[config.mk]
export PLATFORM = sky130hd
export DESIGN_NAME = main_buf_packer_flat
export DESIGN_NICKNAME = d
export VERILOG_FILES = /design/src/rtl/main_buf_packer_if.sv /design/src/rtl/main_buf_packer.sv /design/src/flat_wrapper.sv
export SDC_FILE = /design/constraint.sdc
export NUM_CORES = 1
export LEC_CHECK = 0
export CAP_MARGIN = 20
export CORE_UTILIZATION = 44
export CTS_BUF_LIST = sky130_fd_sc_hd__clkbuf_4
export DETAILED_ROUTE_END_ITERATION = 6
export PLACE_DENSITY = 0.7
export SYNTH_ARGS = -nofsm -noshare
export SYNTH_HDL_FRONTEND = slang
export SYNTH_SLANG_ARGS = --single-unit
[constraint.sdc]
create_clock -name clk -period 8.4 [get_ports clk]
set_input_delay 1.26 -clock clk [delete_from_list [all_inputs] [get_ports clk]]
set_output_delay 1.26 -clock clk [all_outputs]
set_load 0.02 [all_outputs]
[src/rtl/main_buf_packer_if.sv]
// Load-stream bundle between the load controller/DMA (master) and the
// main-buffer packer (slave), including the framed output toward the main buffer.
interface main_buf_packer_if #(
  parameter int DATA_WIDTH     = 8,
  parameter int WORD_WIDTH     = 32,
  parameter int NUM_OF_OUTPUTS = 9
);
  logic                         load_valid;
  logic                         load_ready;
  logic signed [DATA_WIDTH-1:0] ifm_in [NUM_OF_OUTPUTS];
  logic signed [DATA_WIDTH-1:0] wgt_in [NUM_OF_OUTPUTS];
  logic signed [DATA_WIDTH-1:0] bias_in;
  logic        [WORD_WIDTH-1:0] out_word;
  logic                         out_valid;
  logic                         frame_start;
  logic                         busy;

  modport master (
    output load_valid, ifm_in, wgt_in, bias_in,
    input  load_ready, out_word, out_valid, frame_start, busy
  );

  modport slave (
    input  load_valid, ifm_in, wgt_in, bias_in,
    output load_ready, out_word, out_valid, frame_start, busy
  );
endinterface

[src/rtl/main_buf_packer.sv]
// Serialises one IFM/WGT/BIAS operand set into a gap-free 8-word frame that
// tracks the main buffer's free-running 0..7 slot counter.
module main_buf_packer #(
  parameter int DATA_WIDTH     = 8,
  parameter int WORD_WIDTH     = 32,
  parameter int NUM_OF_OUTPUTS = 9
) (
  input logic              clk,
  input logic              rst,
  main_buf_packer_if.slave bus
);

  typedef enum logic {IDLE, SEND} state_e;

  state_e state_q, state_d;
  logic [2:0] slot_q, slot_d;
  logic pendingFull_q, pendingFull_d;
  logic launch;

  logic signed [DATA_WIDTH-1:0] pendIfm_q [NUM_OF_OUTPUTS];
  logic signed [DATA_WIDTH-1:0] pendIfm_d [NUM_OF_OUTPUTS];
  logic signed [DATA_WIDTH-1:0] pendWgt_q [NUM_OF_OUTPUTS];
  logic signed [DATA_WIDTH-1:0] pendWgt_d [NUM_OF_OUTPUTS];
  logic signed [DATA_WIDTH-1:0] pendBias_q, pendBias_d;

  logic signed [DATA_WIDTH-1:0] actIfm_q [NUM_OF_OUTPUTS];
  logic signed [DATA_WIDTH-1:0] actIfm_d [NUM_OF_OUTPUTS];
  logic signed [DATA_WIDTH-1:0] actWgt_q [NUM_OF_OUTPUTS];
  logic signed [DATA_WIDTH-1:0] actWgt_d [NUM_OF_OUTPUTS];
  logic signed [DATA_WIDTH-1:0] actBias_q, actBias_d;

  logic [WORD_WIDTH-1:0] outWord_q, outWord_d;
  logic outValid_q, outValid_d;
  logic frameStart_q, frameStart_d;

  // A queued set launches either into an idle output or straight after the pad
  // slot, so consecutive frames abut with no bubble.
  always_comb begin
    launch        = pendingFull_q && (state_q == IDLE || slot_q == 3'd7);
    state_d       = state_q;
    slot_d        = slot_q;
    pendingFull_d = pendingFull_q;
    pendIfm_d     = pendIfm_q;
    pendWgt_d     = pendWgt_q;
    pendBias_d    = pendBias_q;
    actIfm_d      = actIfm_q;
    actWgt_d      = actWgt_q;
    actBias_d     = actBias_q;
    outWord_d     = '0;
    outValid_d    = 1'b0;
    frameStart_d  = launch;

    if (launch) begin
      actIfm_d      = pendIfm_q;
      actWgt_d      = pendWgt_q;
      actBias_d     = pendBias_q;
      pendingFull_d = 1'b0;
      state_d       = SEND;
      slot_d        = 3'd0;
    end else if (state_q == SEND) begin
      if (slot_q == 3'd7) begin
        state_d = IDLE;
        slot_d  = 3'd0;
      end else begin
        slot_d = slot_q + 3'd1;
      end
    end

    if (bus.load_valid && !pendingFull_q) begin
      pendIfm_d     = bus.ifm_in;
      pendWgt_d     = bus.wgt_in;
      pendBias_d    = bus.bias_in;
      pendingFull_d = 1'b1;
    end

    // Output word is built from the next active set so it registers together with its slot.
    if (state_d == SEND) begin
      outValid_d = 1'b1;
      case (slot_d)
        3'd0: outWord_d = {actIfm_d[3], actIfm_d[2], actIfm_d[1], actIfm_d[0]};
        3'd1: outWord_d = {actIfm_d[7], actIfm_d[6], actIfm_d[5], actIfm_d[4]};
        3'd2: outWord_d = {{(WORD_WIDTH-DATA_WIDTH){1'b0}}, actIfm_d[8]};
        3'd3: outWord_d = {actWgt_d[3], actWgt_d[2], actWgt_d[1], actWgt_d[0]};
        3'd4: outWord_d = {actWgt_d[7], actWgt_d[6], actWgt_d[5], actWgt_d[4]};
        3'd5: outWord_d = {{(WORD_WIDTH-DATA_WIDTH){1'b0}}, actWgt_d[8]};
        3'd6: outWord_d = {{(WORD_WIDTH-DATA_WIDTH){actBias_d[DATA_WIDTH-1]}}, actBias_d};
        default: outWord_d = '0;
      endcase
    end
  end

  always_ff @(posedge clk) begin
    if (rst) begin
      state_q       <= IDLE;
      slot_q        <= 3'd0;
      pendingFull_q <= 1'b0;
      outWord_q     <= '0;
      outValid_q    <= 1'b0;
      frameStart_q  <= 1'b0;
    end else begin
      state_q       <= state_d;
      slot_q        <= slot_d;
      pendingFull_q <= pendingFull_d;
      outWord_q     <= outWord_d;
      outValid_q    <= outValid_d;
      frameStart_q  <= frameStart_d;
    end
  end

  // Operand storage needs no reset: it is only observed behind the control flags.
  always_ff @(posedge clk) begin
    pendIfm_q  <= pendIfm_d;
    pendWgt_q  <= pendWgt_d;
    pendBias_q <= pendBias_d;
    actIfm_q   <= actIfm_d;
    actWgt_q   <= actWgt_d;
    actBias_q  <= actBias_d;
  end

  assign bus.load_ready  = !pendingFull_q;
  assign bus.busy        = pendingFull_q || (state_q == SEND);
  assign bus.out_word    = outWord_q;
  assign bus.out_valid   = outValid_q;
  assign bus.frame_start = frameStart_q;

endmodule

[src/flat_wrapper.sv]
// flat-port wrapper written by rule: the top's interface ports become plain ports
module main_buf_packer_flat 
#(
  parameter int DATA_WIDTH     = 8,
  parameter int WORD_WIDTH     = 32,
  parameter int NUM_OF_OUTPUTS = 9
)
  (clk, rst, bus_load_valid, bus_ifm_in, bus_wgt_in, bus_bias_in, bus_load_ready, bus_out_word, bus_out_valid, bus_frame_start, bus_busy);
  main_buf_packer_if #(.DATA_WIDTH(DATA_WIDTH), .WORD_WIDTH(WORD_WIDTH), .NUM_OF_OUTPUTS(NUM_OF_OUTPUTS)) bus_i ();
  input logic clk;
  input logic rst;
  input wire logic [$bits(bus_i.load_valid)-1:0] bus_load_valid;
  input wire logic [$bits(bus_i.ifm_in)-1:0] bus_ifm_in;
  input wire logic [$bits(bus_i.wgt_in)-1:0] bus_wgt_in;
  input wire logic [$bits(bus_i.bias_in)-1:0] bus_bias_in;
  output wire logic [$bits(bus_i.load_ready)-1:0] bus_load_ready;
  output wire logic [$bits(bus_i.out_word)-1:0] bus_out_word;
  output wire logic [$bits(bus_i.out_valid)-1:0] bus_out_valid;
  output wire logic [$bits(bus_i.frame_start)-1:0] bus_frame_start;
  output wire logic [$bits(bus_i.busy)-1:0] bus_busy;
  assign bus_i.load_valid = bus_load_valid;
  assign bus_i.ifm_in = {>>{bus_ifm_in}};
  assign bus_i.wgt_in = {>>{bus_wgt_in}};
  assign bus_i.bias_in = bus_bias_in;
  assign bus_load_ready = bus_i.load_ready;
  assign bus_out_word = bus_i.out_word;
  assign bus_out_valid = bus_i.out_valid;
  assign bus_frame_start = bus_i.frame_start;
  assign bus_busy = bus_i.busy;
  main_buf_packer #(.DATA_WIDTH(DATA_WIDTH), .WORD_WIDTH(WORD_WIDTH), .NUM_OF_OUTPUTS(NUM_OF_OUTPUTS)) u_core (.clk(clk), .rst(rst), .bus(bus_i));
endmodule
======== Word-level counts from Yosys, hierarchy flattened ========
Cells that the tools add are included.
cells by class
  multiplexer cells ....................... 13
  equal/unequal tests ..................... 7
  add/sub/neg operators ................... 1
  bitwise logic cells ..................... 2
  reduce and logical (&&, ||, !) cells .... 8
operator list
  cell                   count
  $pmux W32 S7           1
  $mux W72               2
  $eq A3 B3 Y1 const B   4
  $mux W3                3
  $mux W8                1
  $eq A3 B2 Y1 const B   2
  $mux W1                6
  $add A3 B1 Y3 const B  1
  $eq A3 B1 Y1 const B   1
  $logic_not A3 Y1       1
  $logic_and A1 B1 Y1    2
  $logic_or A1 B1 Y1     2
  $not A1 Y1             2
  $reduce_bool A2 Y1     1
  $reduce_or A2 Y1       1
  $logic_not A1 Y1       1
storage, ports and cells
  input bits .............................. 155
  output and inout port bits .............. 36
  register bits after elaboration ......... 343

======== Depth between registers and ports, before layout ========
  depth in word-level cells ............... 6
  mapped depth ............................ 11
  mapped depth without buffers ............ 7

======== Least setup slack after synthesis ========
No wires, ideal clock.
  kind .................................... in2reg
  start ................................... input bus_load_valid
  end ..................................... register u_core.pendBias_q[0], enable pin
  stages on the path ...................... 1
  data arrival time ....................... 7.833 ns
  path slack .............................. -0.114 ns
  setup time .............................. 0.680 ns
  path through ............................ nor2b_1
on the way
  longest elaborated chain between the ends .. 1
ends and longest elaborated chain
  element               line                    text
  start, declared       flat_wrapper.sv:12      input wire logic [$bits(bus_i.load_valid)-1:0] bus_load_valid;
  $logic_and A1 B1 Y1   main_buf_packer.sv:69   if (bus.load_valid && !pendingFull_q) begin
  end signal, assigned  main_buf_packer.sv:114  pendBias_q <= pendBias_d;
  end, declared         main_buf_packer.sv:24   logic signed [DATA_WIDTH-1:0] pendBias_q, pendBias_d;
No other way between the ends.
A chain may end at the register's enable or synchronous reset.

==> impl_metrics.csv <==
group,metric,value,unit
route,wire_per_inst,17.47,um
setup_path,critPathMaxFanout,20,
yosys,synth_area_leader_cell,"edfxtp_1",
yosys,synth_area,12510,um^2
floorplan,start_util,44.91,%
power,power,4.140,mW
global_routing,antenna_found_initial,1,
worst_hold_path,hold_end,"u_core.actBias_q[2]",
setup_path,endpoint_kind,"output pin",
timing,slew-limit-headroom,28.38,%
clock_tree,postCtsResizedCells,0,
timing,hold_viol_final,0,
route,viasPerCell,5.145,
yosys,syn_nets,1170,
timing,finalCriticalPeriod,3608,ps
final_layout,drive_gt1_share,18.65,%
run_status,status,"complete, no violations",
setup_path,rr_startpoint,"u_core.slot_q[0]",
clock_tree,cts.sinks,342,
global_routing,grt.total_usage,20.48,%
yosys,syn_area_per_cell,12.35,um^2
timing,tightestPinTransition,1074,ps
placement,port_buffers,190,
yosys,ys_dominant_reg_cell,"dfxtp_1",
yosys,synth_area_leaders,"edfxtp_1 36%, dfxtp_1 30%, nand2_1 6.2%",
yosys,synthCells,1013,
clock_tree,clk_latency,710,ps
clock_tree,cts_root_buf,"clkbuf_4",
floorplan,fp-row-count,61,
setup_path,critPathKind,"flip-flop to output pin",
clock_tree,cts_max_level,3,
yosys,synth_edf_count,152,
setup_path,cp_slowest_cell,"dfxtp_1",
final_layout,fin_area,15850,um^2
global_routing,grt_max_degree,91,
global_routing,grt_pass1_vias,8675,
timing,finalCritPeriodShare,42.96,%
route,drc,0,
worst_hold_path,hold_path_depth,2,
final_layout,final_cells,1700,
placement,dpl.hpwl,18740,um
timing,fmax,0.2771,GHz
final_layout,fin_nets,1403,
setup_path,rr_endpoint,"u_core.bus.out_word[1]",
yosys,yosys_warnings,0,
setup_path,rrSetupSlack,4940,ps
clock_tree,numCtsBuffers,88,
worst_hold_path,min_from,"u_core.pendBias_q[2]",
setup_path,cp.required,7140,ps
route,routed_wl,29700,um
setup_path,cp_data_arrival_time,2350,ps
floorplan,dieArea,29110,um^2
global_routing,grt.overflow.total,0,
yosys,synth_cell_types,60,
clock_tree,clk_pin_slew,60,ps
final_layout,final_common_cell,"nand2_1",
route,drt_pass1_iterations,5,
yosys,ys_seq_area_share,66.89,%
timing,slew_viol_final,0,
floorplan,core-area,27860,um^2
flow_run,drv_cap,0,
final_layout,layout_common_cells,"204 x nand2_1, 190 x clkdlybuf4s50_1, 189 x dfxtp_1",
clock_tree,cts_tree,"yes",
floorplan,die_w,170.6,um
floorplan,die_height,170.6,um
yosys,async_flop_share,0,%
power,power_leakage,6.204,nW
clock_tree,ctsHoldBuffers,0,
yosys,synth-seq-cells,342,
placement,post_dp_cell_area,14650,um^2
setup_path,r2r_cells,9,
power,ir_drop,0.1377,mV
final_layout,area_delta_synth_final,26.72,%
power,pwr_density_cell,261.1,nW/um^2
yosys,yosysTopAreaCellShare,36.48,%
floorplan,io_pins,191,
clock_tree,postCtsSetupBuffers,0,
placement,placedCellCount,1532,
clock_tree,cts.path.max_buffers,3,
setup_path,crit_chain,"or2_2 -> clkdlybuf4s50_1",
timing,final-setup-viol-count,0,
timing,skew,54.44,ps
route,ant_nets,0,
route,drt_iter0_drc,755,
timing,rsz0062_at_grt,"false",
setup_path,cp-start-kind,"flip-flop",
timing,fin_setup_tns,0,ps
route,vias,8746,
worst_hold_path,hold_path.class,"flip-flop to flip-flop",
global_routing,grt_first_pass_wirelength,45690,um
placement,gp_congestion,0.8349,
setup_path,max_stage_delay,820,ps
-- synthesized netlist by cell type, types with 19 or more instances --
master    number
mux2_2        35
nand3_1       40
edfxtp_1     152
dfxtp_1      190
buf_2         19
a21oi_1       35
nor2_1        25
mux2i_1       26
clkbuf_1      23
o21ai_0       53
a22oi_1       33
nand2_1      205
-- worst max-delay path, delay by kind of cell (launching register included) --
kind	cells	cell delay, ps
buffers and inverters	1	600
DFF	1	820
and+or+nand+nor	1	260
-- cells by family (layout without fill, tap and decap cells) --
| family | count (synthesis) | in the layout | synth area share (%) |
|---|---|---|---|
| flops | 342 | 342 | 66.89 |
| simple gates | 298 | 298 | 10.29 |
| compound gates | 211 | 211 | 12.00 |
| buf+inv | 83 | 389 | 3.470 |
| mux | 77 | 77 | 7.151 |
| fa+ha+maj | 2 | 2 | 0.2000 |
| other cells | 0 | 3 | 0 |
-- metrics by stage --
stage               worst slack (ps)  utilization (%)  hold slack (ps)
detailed placement              4673            52.59            414.6
global route                    4656            56.90            434.1
floorplan                       2742                -            407.3
CTS                             4729            56.76            403.8
finish                          4792            56.91            418.6
global placement                4720            52.59            413.8
-- flip-flops by register name, indices dropped and copies added, names as in the netlist --
register	flops
u_core.actIfm_q	72
u_core.actWgt_q	72
u_core.pendIfm_q	72
u_core.pendWgt_q	72
u_core.bus.out_word	32
u_core.actBias_q	8
u_core.pendBias_q	8
u_core.slot_q	3
u_core.bus.frame_start	1
u_core.bus.out_valid	1
u_core.pendingFull_q	1
-- where the power goes --
part	internal (mW)	switching (mW)	leakage (nW)
clock network	0.757	0.668	0.687
logic	0.295	0.325	2.47
registers	2.01	0.0890	3.05
-- routing by layer --
layer / wire length [um] / track usage (%) / share of wire, % / up-vias
met5: 0 / 0 / 0 / -
met4: 796 / 9.753 / 2.7 / 0
met3: 1988 / 4.372 / 6.7 / 55
met2: 13430 / 30.91 / 45 / 330
met1: 13490 / 28.03 / 45 / 4158
li1: - / - / - / 4203
-- cell type report --
cell class / instances / area [um^2]
fill: 2355 / 12000
tap: 378 / 473.0
inverter: 18 / 67.56
clock inverter: 24 / 117.6
antenna: 3 / 7.507
sequential: 342 / 8369
clock buffer: 139 / 1044
timing repair buffer: 208 / 2057
multi-input combinational: 588 / 3719
-- worst max path at each step --
stage / depth (start not counted) / slack (ps) / end / start
after floorplan: 1 / 2740 / u_core.pendBias_q[0] / bus_load_valid
after global placement: 4 / 4720 / u_core.pendIfm_q[66] / bus_load_valid
after detailed placement: 4 / 4670 / u_core.pendIfm_q[66] / bus_load_valid
after CTS: 2 / 4730 / bus_busy / u_core.bus.out_valid
after global routing: 2 / 4660 / bus_busy / u_core.bus.out_valid
final: 2 / 4790 / bus_busy / u_core.bus.out_valid
(Power assumes the default switching activity.)
==> edit 1, RTL diff (config.mk and constraints unchanged) <==
`NUM_OF_OUTPUTS` is set to 9 in 3 places; all go to 18.
--- a/src/rtl/main_buf_packer_if.sv
+++ b/src/rtl/main_buf_packer_if.sv
@@ -3,7 +3,7 @@
 interface main_buf_packer_if #(
   parameter int DATA_WIDTH     = 8,
   parameter int WORD_WIDTH     = 32,
-  parameter int NUM_OF_OUTPUTS = 9
+  parameter int NUM_OF_OUTPUTS = 18
 );
   logic                         load_valid;
   logic                         load_ready;
--- a/src/rtl/main_buf_packer.sv
+++ b/src/rtl/main_buf_packer.sv
@@ -3,7 +3,7 @@
 module main_buf_packer #(
   parameter int DATA_WIDTH     = 8,
   parameter int WORD_WIDTH     = 32,
-  parameter int NUM_OF_OUTPUTS = 9
+  parameter int NUM_OF_OUTPUTS = 18
 ) (
   input logic              clk,
   input logic              rst,
--- a/src/flat_wrapper.sv
+++ b/src/flat_wrapper.sv
@@ -3,7 +3,7 @@
 #(
   parameter int DATA_WIDTH     = 8,
   parameter int WORD_WIDTH     = 32,
-  parameter int NUM_OF_OUTPUTS = 9
+  parameter int NUM_OF_OUTPUTS = 18
 )
   (clk, rst, bus_load_valid, bus_ifm_in, bus_wgt_in, bus_bias_in, bus_load_ready, bus_out_word, bus_out_valid, bus_frame_start, bus_busy);
   main_buf_packer_if #(.DATA_WIDTH(DATA_WIDTH), .WORD_WIDTH(WORD_WIDTH), .NUM_OF_OUTPUTS(NUM_OF_OUTPUTS)) bus_i ();
Ports: changed (resized bus_ifm_in and bus_wgt_in); port bits go from 191 to 335. No check against the original RTL was run, so the function may have changed too.
==> edit 1 against the original RTL <==
  * Maximum frequency shrank 14%
  * Setup slack worse by 0.57 ns
  * Largest power group unchanged
  * Sequential share of layout area is 1.5 points higher
  * Sequential cell count unchanged
  * Design area shrank 2.8%
  * Power about the same
  * Routed wire length shrank 8.5%
  * Highest routed layer unchanged
  * Critical endpoint is now u_core.bus.out_word[3]$_SDFF_PP0_
  * Global-route usage down 1.0 points
  * Synthesized area decreased by 3.9%
==> edit 1: results (changes against the original RTL) <==
- Placed Area: 14,230 µm² (-2.9%)
- Drt wl/cell: 18.31 µm (+4.8%)
- Status: finished clean
- Fraction of area in multi-input gates: 22.03% (-1.4 points)
- Max-Slew Margin vs Limit: 37.68% (+9.3 points)
- Met1 WL: 12,450 µm (-7.7%)
- Placed Cells: 1,316 (-14%)
- HP Start: u_core.actIfm_q[87]$_DFF_P_
- FF+latch area: 8368 µm² (about the same)
- Synth area leaders: edfxtp_1 (38%), dfxtp_1 (32%), mux2_2 (11%)
- Synth cell count leaders: dfxtp_1 (190), edfxtp_1 (152), mux2_2 (115)
- Count of non-CTS inverters in the layout: 2 (-16)
- Share of cells above drive strength 1: 27.43% (+8.8 points)
- Detail Placement HPWL: 17,340 µm (-7.4%)
- Post-synthesis sequential area ratio: 69.57% (+2.7 points)
- Crit path max-delay family: buffers and inverters
- Clock buffer count: 144 (+3.6%)
- Total GRT Usage: 19.48% (-1.0 points)
- Worst r2r dst: u_core.bus.out_word[3]$_SDFF_PP0_
- Met3 WL: 1683 µm (-15%)
- Non-clk buf share: 13.21% (+0.23 points)
- CP peak stage delay: 0.75 ns (-0.07 ns)
- WL met2: 12,370 µm (-7.9%)
- Synth Instances: 824 (-19%)
- Via count: 7,771 (-11%)
- Initial DRC count: 637 (-16%)
- Initial antenna violation count: 2 (+1)
- Postcts setup bufs: 0 (unchanged)
- Place WS: 4.204 ns (-0.4693 ns)
- Pwr Density: 268.6 nW/µm² (+2.8%)
- Worst Path Max Fanout: 57 (+190%)
- Gpl congestion: 0.7899 (-5.4%)
- N_diodes: 2 (-1)
- Bufs on Longest Clock Path: 3 (unchanged)
- Grt met1 use: 26.80% (-1.2 points)
- CP max stage cell: buf_4
- Final Core Density: 57.32% (+0.41 points)
- Final Skew: 0.04294 ns (-0.01150 ns)
- Largest net degree at the start of global routing: 67 (-26%)
- FILL cells: 2,262 (-3.9%)
- First-pass GRT wire length: 41,830 µm (-8.5%)
- 1st-pass router iterations: 6 (+1)
- Multi-input combinational cell area: 3393 µm² (-8.7%)
- CP startpoint: u_core.slot_q[0]$_SDFF_PP0_
- Peak VDD IR: 0.0001244 V (-9.7%)
- M2 GR Usage: 29.00% (-1.9 points)
- Clk tree area frac: 7.594% (+0.27 points)
- Clock Latency Late Sink: 0.68 ns (-0.03 ns)
- Non-CTS buffers: 206 (-0.96%)
- Final non-filler cell total: 1,484 (-13%)
- P_int: 3110 µW (+1.7%)
- Seq_cells: 342 (unchanged)
edit 1: worst max path at each step:
stage | to | slack [ns] | cells after the start
final | u_core.bus.out_word[3]$_SDFF_PP0_ | 4.22 | 9
after detailed placement | u_core.bus.out_word[6]$_SDFF_PP0_ | 4.20 | 9
after CTS | u_core.bus.out_word[6]$_SDFF_PP0_ | 4.18 | 9
after floorplan | u_core.pendBias_q[0]$_DFFE_PP_ | 2.74 | 1
after global routing | u_core.bus.out_word[2]$_SDFF_PP0_ | 3.84 | 9
after global placement | u_core.bus.out_word[2]$_SDFF_PP0_ | 4.21 | 9
edit 1: kinds of logic after synthesis:
family                   Yosys count  share of synthesized area, %
flip-flops                       342                         69.57
adder cells (fa/ha/maj)            2                        0.2080
multiplexers                     132                         13.74
AND/OR/NAND/NOR                  110                         4.483
buffers and inverters             57                         2.486
AO/OA/AOI/OAI                    181                         9.517
==> edit 2, RTL diff (same flow settings) <==
Made on the original files. Remove the case item `3'd5` of the case on `slot_d`.
--- a/src/rtl/main_buf_packer.sv
+++ b/src/rtl/main_buf_packer.sv
@@ -82,7 +82,6 @@
         3'd2: outWord_d = {{(WORD_WIDTH-DATA_WIDTH){1'b0}}, actIfm_d[8]};
         3'd3: outWord_d = {actWgt_d[3], actWgt_d[2], actWgt_d[1], actWgt_d[0]};
         3'd4: outWord_d = {actWgt_d[7], actWgt_d[6], actWgt_d[5], actWgt_d[4]};
-        3'd5: outWord_d = {{(WORD_WIDTH-DATA_WIDTH){1'b0}}, actWgt_d[8]};
         3'd6: outWord_d = {{(WORD_WIDTH-DATA_WIDTH){actBias_d[DATA_WIDTH-1]}}, actBias_d};
         default: outWord_d = '0;
       endcase
Function: changed (Yosys sat finds a counterexample within 10 cycles, from zero or initial values and one cycle with rst high).
==> edit 2 against the original RTL <==
  * Final cell count grew 1.8%
  * Power down 3.2%
  * Synthesized cell count increased by 6.3%
  * Routed wire length is 3.2% higher
  * Synthesized area increased by 0.44%
  * Clock skew decreased by 0.011 ns
  * Largest cell class unchanged
  * Design area down 0.52%
  * Combinational power shrank 4.0%
  * Largest power group unchanged
  * Sequential cell count shrank 16
  * Setup slack worse by 0.44 ns
==> edit 2: results (changes against the original RTL) <==
- Initial antenna violation count: 1 (unchanged)
- Detail Placement HPWL: 18,680 µm (-0.28%)
- Slew at the pin with the worst max-slew slack: 1.132 ns (+0.05738 ns)
- DRC: 0 (unchanged)
- First-pass GRT wire length: 47,200 µm (+3.3%)
- TritonCTS Buffers: 86 (-2.3%)
- CP peak stage delay: 0.89 ns (+0.07 ns)
- Total GRT Usage: 21.02% (+0.54 points)
- Worst Path Max Fanout: 57 (+190%)
- Gpl congestion: 0.7998 (-4.2%)
- Leakage: 0.006146 µW (-0.93%)
- Via count: 9,091 (+3.9%)
- Vias in the first global route: 8,871 (+2.3%)
- Worst Hold Depth: 2 (unchanged)
- Library cells used by synthesis: 55 (-8.3%)
- Worst Path Arrival: 4.67 ns (+2.32 ns)
- Synth warnings: 0 (unchanged)
- Mapped Nets: 1,234 (+5.5%)
- Drt wl/cell: 17.72 µm (+1.4%)
- Largest net degree at the start of global routing: 101 (+11%)
- Clock Latency Late Sink: about 0.70 ns
- EDFF count, synth: 144 (-5.3%)
- Synth area leaders: edfxtp_1 (34%), dfxtp_1 (29%), mux2_2 (5.6%)
- CP max stage cell: nor2_2
- Final Skew: 0.04325 ns (-0.01119 ns)
- Initial DRC count: 667 (-12%)
- IO buf count: 182 (-4.2%)
- Peak VDD IR: 0.0001164 V (-16%)
- Path depth of the worst reg2reg path: 9 (unchanged)
- Synth cell count leaders: dfxtp_1 (182), nand2_1 (163), edfxtp_1 (144)
- Post-layout net count: 1,437 (+2.4%)
- Crit path max-delay family: simple AND/OR/NAND/NOR gates
- Post-synthesis sequential area ratio: 63.41% (-3.5 points)
- Share of cells above drive strength 1: 18.80% (+0.15 points)
- Status: finished clean
## edit 2: changes by cell type in the layout (fill, tap and decap cells not counted), sizes merged, moves of 21 or more
cell   delta
nand2    -42
o31ai    +21
a21o     +24
and3     +23
o21ai    +25
a31oi    +25
nor2     +35
## edit 2: where the power goes
group / switching, µW / total, µW / internal, µW
registers: 93.8 / 1980 / 1880
clock network: 633 / 1440 / 804
logic: 316 / 595 / 279
## edit 2: worst reg2reg max path: stages, from the launching register on
cell and delay (ns):
dfxtp_2 0.31, buf_4 0.62, ha_1 0.27, ha_1 0.23, nand2b_4 0.52, buf_12 0.32
nor2_1 0.17, nor2_2 0.89, o31ai_1 0.42, a31oi_1 0.23
## edit 2: per-layer routing
metal	up-vias	global-route usage, %	part of all wire (%)
met2	346	31.55	45
met5	-	0	0
met3	52	4.811	6.4
met4	0	8.269	2.3
li1	4380	-	-
met1	4313	29.33	46
## edit 2: final timing paths
check / from / end / slack, ns
setup / recovery: u_core.slot_q[0]$_SDFF_PP0_ / u_core.bus.out_word[28]$_SDFF_PP0_ / 4.35
hold / removal: u_core.pendIfm_q[15]$_DFFE_PP_ / u_core.actIfm_q[15]$_DFF_P_ / 0.43
setup reg to reg: u_core.slot_q[0]$_SDFF_PP0_ / u_core.bus.out_word[28]$_SDFF_PP0_ / 4.35
hold reg to reg: u_core.pendIfm_q[15]$_DFFE_PP_ / u_core.actIfm_q[15]$_DFF_P_ / 0.43
## edit 2: cell families after synthesis
group,Yosys count,synth area share (%)
AOI/OAI and AO/OA,263,13.65
adders and majority gates,2,0.1991
buffers and inverters,81,3.425
DFF,326,63.41
muxes,96,8.573
and+or+nand+nor,309,10.74
## edit 2: area by class of cell
class / count / area, µm²
fillers: 2388 / 12160
flip-flops and latches: 326 / 7973
multi-input cells: 670 / 4194
repair buffers: 192 / 1927
clock buffers: 144 / 1081
well taps: 378 / 473.0
clock inverters: 15 / 103.9
inverters: 4 / 17.52
diodes: 1 / 2.502
## edit 2: per-stage QoR
stage | cell area (µm²) | instances | setup WS, ns
finish | 15770 | 1730 | 4.347
global placement | 14540 | 1568 | 4.182
floorplan | 12570 | 1077 | 0.2126
detailed placement | 14540 | 1568 | 4.139
global route | 15770 | 1730 | 4.129
CTS | 15720 | 1727 | 4.142
